==> src/rtl/conv_gpio_ctrl.sv <==
// conv_gpio_ctrl: GPIO command sequencer driving kernel regs, image memory and conv core with clean strobes.
// Define CONV_CTRL_ERR_EN to enable the sticky o_err flag for dropped strobes and write overflow.
module conv_gpio_ctrl #(
   parameter int DATA_W = 24,
   parameter int ADDR_W = 10,
   parameter int LEN_W  = 10,
   parameter int K_ROWS = 3
) (
   input  logic              i_clock,
   input  logic              i_rst_n,
   input  logic [2:0]        i_GPIOctrl,
   input  logic              i_GPIOvalid,
   input  logic [DATA_W-1:0] i_GPIOdata,
   output logic              o_kernel_we,
   output logic [1:0]        o_kernel_sel,
   output logic [DATA_W-1:0] o_kernel_data,
   output logic [LEN_W-1:0]  o_img_len,
   output logic              o_mem_we,
   output logic [ADDR_W-1:0] o_mem_waddr,
   output logic [DATA_W-1:0] o_mem_wdata,
   output logic              o_conv_start,
   input  logic              i_conv_done,
   output logic              o_mem_re,
   output logic [ADDR_W-1:0] o_mem_raddr,
   input  logic [DATA_W-1:0] i_mem_rdata,
   output logic [DATA_W-1:0] o_GPIOdata,
   output logic              o_busy,
   output logic              o_err
);
   typedef enum logic [1:0] {IDLE, RUN, DONE} state_t;
   localparam logic [2:0] C_KERNEL = 3'b000, C_LENGTH = 3'b001, C_IMAGE = 3'b010,
                          C_READ = 3'b011, C_LAST = 3'b100;
   state_t state, nxt;
   logic v_s1, v_s2, v_s3, stb, start_pend, re_d, w_full;
   logic idle_like, cmd_ok, do_kernel, do_last, do_write, do_read;
   logic [1:0] k_cnt;
   logic [ADDR_W-1:0] w_cnt, r_cnt;

   assign stb       = v_s2 & ~v_s3;
   // the cycle between a LAST write and entering RUN already counts as busy for new commands
   assign idle_like = state != RUN && !start_pend;
   assign cmd_ok    = stb && idle_like;
   assign do_kernel = cmd_ok && i_GPIOctrl == C_KERNEL;
   assign do_last   = cmd_ok && i_GPIOctrl == C_LAST;
   assign do_write  = cmd_ok && !w_full && (i_GPIOctrl == C_IMAGE || i_GPIOctrl == C_LAST);
   assign do_read   = cmd_ok && state == DONE && i_GPIOctrl == C_READ;
   assign o_busy    = state == RUN;

   always_ff @(posedge i_clock or negedge i_rst_n)
      if (!i_rst_n) state <= IDLE;
      else state <= nxt;

   always_comb begin
      nxt = state;
      if (start_pend) nxt = RUN;
      else if (state == RUN && i_conv_done) nxt = DONE;
   end

   always_ff @(posedge i_clock or negedge i_rst_n)
      if (!i_rst_n) begin
         {v_s3, v_s2, v_s1} <= '0;
         o_kernel_we   <= 1'b0;
         o_kernel_sel  <= '0;
         o_kernel_data <= '0;
         o_img_len     <= '0;
         o_mem_we      <= 1'b0;
         o_mem_waddr   <= '0;
         o_mem_wdata   <= '0;
         o_conv_start  <= 1'b0;
         o_mem_re      <= 1'b0;
         o_mem_raddr   <= '0;
         o_GPIOdata    <= '0;
         start_pend    <= 1'b0;
         re_d          <= 1'b0;
         w_full        <= 1'b0;
         k_cnt         <= '0;
         w_cnt         <= '0;
         r_cnt         <= '0;
      end else begin
         {v_s3, v_s2, v_s1} <= {v_s2, v_s1, i_GPIOvalid};
         o_kernel_we  <= do_kernel;
         o_mem_we     <= do_write;
         o_mem_re     <= do_read;
         re_d         <= o_mem_re;
         start_pend   <= do_last;
         o_conv_start <= start_pend;
         if (do_kernel) begin
            o_kernel_sel  <= k_cnt;
            o_kernel_data <= i_GPIOdata;
            k_cnt         <= k_cnt == 2'(K_ROWS - 1) ? 2'd0 : k_cnt + 2'd1;
         end
         if (i_GPIOctrl == C_LENGTH && state != RUN) o_img_len <= i_GPIOdata[LEN_W-1:0];
         // the top address is written once, then the buffer saturates instead of wrapping
         if (do_write) begin
            o_mem_waddr <= w_cnt;
            o_mem_wdata <= i_GPIOdata;
            w_full      <= &w_cnt;
            w_cnt       <= w_cnt + 1'b1;
         end
         if (start_pend) begin
            w_cnt  <= '0;
            r_cnt  <= '0;
            w_full <= 1'b0;
         end
         if (do_read) begin
            o_mem_raddr <= r_cnt;
            r_cnt       <= r_cnt + 1'b1;
         end
         if (re_d) o_GPIOdata <= i_mem_rdata;
      end

`ifdef CONV_CTRL_ERR_EN
   logic bad;
   assign bad = stb && (!idle_like || i_GPIOctrl inside {3'b101, 3'b110, 3'b111} ||
                (i_GPIOctrl == C_READ && state != DONE) ||
                ((i_GPIOctrl == C_IMAGE || i_GPIOctrl == C_LAST) && w_full));
   always_ff @(posedge i_clock or negedge i_rst_n)
      if (!i_rst_n) o_err <= 1'b0;
      else if (bad) o_err <= 1'b1;
      else if (do_kernel && state == IDLE) o_err <= 1'b0;
`else
   assign o_err = 1'b0;
`endif
endmodule

==> config.mk <==
export PLATFORM = sky130hd
export DESIGN_NAME = conv_gpio_ctrl
export DESIGN_NICKNAME = d
export VERILOG_FILES = /design/src/rtl/conv_gpio_ctrl.sv
export SDC_FILE = /design/constraint.sdc
export NUM_CORES = 1
export LEC_CHECK = 0
export ABC_AREA = 1
export BUFFER_PORTS_ARGS = -buffer_cell sky130_fd_sc_hd__buf_2
export CORE_MARGIN = 2
export CORE_UTILIZATION = 55
export CTS_CLUSTER_SIZE = 30
export DETAILED_ROUTE_END_ITERATION = 7
export GPL_ROUTABILITY_DRIVEN = 0
export MAX_ROUTING_LAYER = met4
export PLACE_DENSITY = 0.92
export SLEW_MARGIN = 0
export SYNTH_ARGS = -nofsm -noshare
export SYNTH_HDL_FRONTEND = slang
export SYNTH_SLANG_ARGS = --single-unit
==> constraint.sdc <==
create_clock -name i_clock -period 2.8 [get_ports i_clock]
set_clock_uncertainty 0.1 [all_clocks]
set_input_delay 0.28 -clock i_clock [delete_from_list [all_inputs] [get_ports i_clock]]
set_output_delay 0.28 -clock i_clock [all_outputs]
set_load 0.1 [all_outputs]
==> flow_summary.yaml <==
status:
  status: "finished, final reports clean"
finish:
  drive_above_1_share: 0.341
  final_common_cell: "buf_2"
  n_antenna_cell: 0
  area_delta_synth_final_pct: 36.5
  nets: 816
  final_cell_mix: "buf_2 (162), nand2_1 (153), dfrtp_1 (138)"
  fillers: 596
clock_network:
  clock_path_buffers: 2
  clk_latency_ns: 0.52
  cts_sinks: 138
  cts_tree: "yes"
  clk_pin_slew_ns: 0.06
  htreeDepth: 4
  cts_resized: 0
  cts_root_buffer: "clkbuf_8"
  cts-buffers-inserted: 17
sta:
  rsz0062_at_grt: "false"
  drv_slew: 0
  tightest_slew_ns: 0.990
  relSlewSlack: 0.340
  hold_viol_final: 0
  finalCriticalPeriod_ns: 2.12
  post-route-period-util: 0.758
  fin_setup_tns_ns: 0
  fin_hold_ws_ns: 0.0311
  finalSetupViolCount: 0
  fmax_ghz: 0.471
global_route:
  grt_first_pass_wirelength_um: 25100
  grtUsageTotal: 0.301
  grt_overflow: 0
  grt_pass1_vias: 4858
  antenna_found_initial: 0
  grt_max_degree: 76
place:
  dp_hpwl_um: 8840
  portBuffers: 163
synthesis:
  ys.flop_type: "dfrtp_1"
  seq_area_frac_synth: 0.618
  async_flop_share: 1.00
  synth.avg_cell_area_um2: 10.3
  synthCells: 543
  syn-num-nets: 600
  synth_edf_count: 0
  ys_types: 36
  synthesis.area_um2: 5590
  yosys_warnings: 0
  synth_seq_cells: 138
detailed_routing:
  drt_iter0_drc: 313
  vias: 4794
  vias_per_cell: 5.30
  dr.pass1.iters: 5
  wire_per_inst_um: 16.8
  antenna_left: 0
  drc: 0
  drt_wl_total_um: 15200
setup_path:
  cp.arrival_ns: 2.39
  endpoint_kind: "flip-flop"
  cp-start-kind: "flip-flop"
  crit_required_ns: 3.07
  crit_type: "reg -> reg"
  crit_path_max_fanout: 63
floorplan:
  num_io_pins: 165
  start_util: 0.569
  die_area_um2: 11000
  fp.dieW_um: 105
  row_count: 36
  coreArea_um2: 9820
  die_y_um: 105
hold_path:
  hold_path_class: "in -> reg"
run:
  cap_viol_max_count: 0
## routing by layer
metal,share of wire,GRT usage
met1,0.40,0.351
met2,0.51,0.494
met3,0.051,0.0561
met4,0.045,0.169
met5,0,-
## timing repair
item	4_1_cts	5_1_grt
hold buffers	53	0
buffers inserted	0	0
hold endpoints to repair	148	0
## final timing paths
kind / from / to / slack [ns] / depth (start not counted)
worst max-delay path: start_pend / o_mem_wdata[10] / 0.68 / 6
worst min-delay path: i_GPIOctrl[0] / o_kernel_we / 0.03 / 4
worst max register to register: start_pend / o_mem_wdata[10] / 0.68 / 6
worst min register to register: v_s1 / v_s2 / 0.25 / 0
max in group asynchronous: i_rst_n / r_cnt[4] / 1.55 / 3
min in group asynchronous: i_rst_n / o_img_len[2] / 0.23 / 2
## cell type report
| type | instances | area (um2) | share of cell area |
|---|---|---|---|
| inverter | 54 | 205 | 0.0269 |
| multi-input combinational | 330 | 1790 | 0.235 |
| tap | 133 | 166 | 0.0218 |
| sequential | 138 | 3450 | 0.453 |
| clock inverter | 11 | 166 | 0.0218 |
| clock buffer | 21 | 469 | 0.0615 |
| timing repair buffer | 218 | 1380 | 0.181 |
## through the flow
step,utilization,setup slack [ns],instance area [um2],std cells
after global placement,0.658,0.900,6460,820
after detailed placement,0.658,0.769,6460,820
after CTS,0.777,0.732,7630,905
final,0.777,0.679,7630,905
after global routing,0.777,0.536,7630,905
after floorplan,-,0.943,5590,543
## synthesized netlist by cell type (2+ instances only)
cell type,count,area [um2]
nand2_1,153,574
dfrtp_1,138,3450
o21ai_0,51,255
inv_1,50,188
o21ai_2,29,254
mux2_2,24,270
nand3_1,18,90.1
nor2_1,18,67.6
buf_2,9,45.0
nand4_1,8,50.1
buf_6,6,67.6
o21ai_1,4,20.0
inv_2,3,11.3
nor2_2,3,18.8
buf_4,2,15.0
clkbuf_1,2,7.51
ha_1,2,25.0
nand3b_1,2,15.0
nor3_1,2,10.0
o21a_1,2,15.0
xor2_1,2,17.5
## logic make-up (layout without fill, tap and decap cells)
kind of cell,count (synthesis),count (layout),share of synthesized area
and+or+nand+nor,211,211,0.161
muxes,25,25,0.0501
buffers and inverters,75,304,0.0624
AOI/OAI and AO/OA,88,88,0.0993
DFF,138,138,0.618
adders and majority gates,2,2,0.00447
xor gates and xnor gates,3,3,0.00470
other,1,1,0.000671
## worst max-delay path, cell delays in order (launching register included)
cell and delay (ns):
dfrtp_1 0.41, inv_2 0.25, nand4_2 0.23, nor2_8 0.32, inv_4 0.32, nand2_1 0.22, o21ai_2 0.09
## registers in the layout (all words and copies together), names as in the netlist
name and count:
o_GPIOdata 24, o_kernel_data 24, o_mem_wdata 24, o_img_len 10
o_mem_raddr 10, o_mem_waddr 10, r_cnt 10, w_cnt 10
k_cnt 2, o_kernel_sel 2, state 2, o_conv_start 1
o_kernel_we 1, o_mem_re 1, o_mem_we 1, re_d 1
start_pend 1, v_s1 1, v_s2 1, v_s3 1
w_full 1
Power is not shown: default switching activity piles up to over one toggle a cycle in this logic, so the estimate is an artifact.
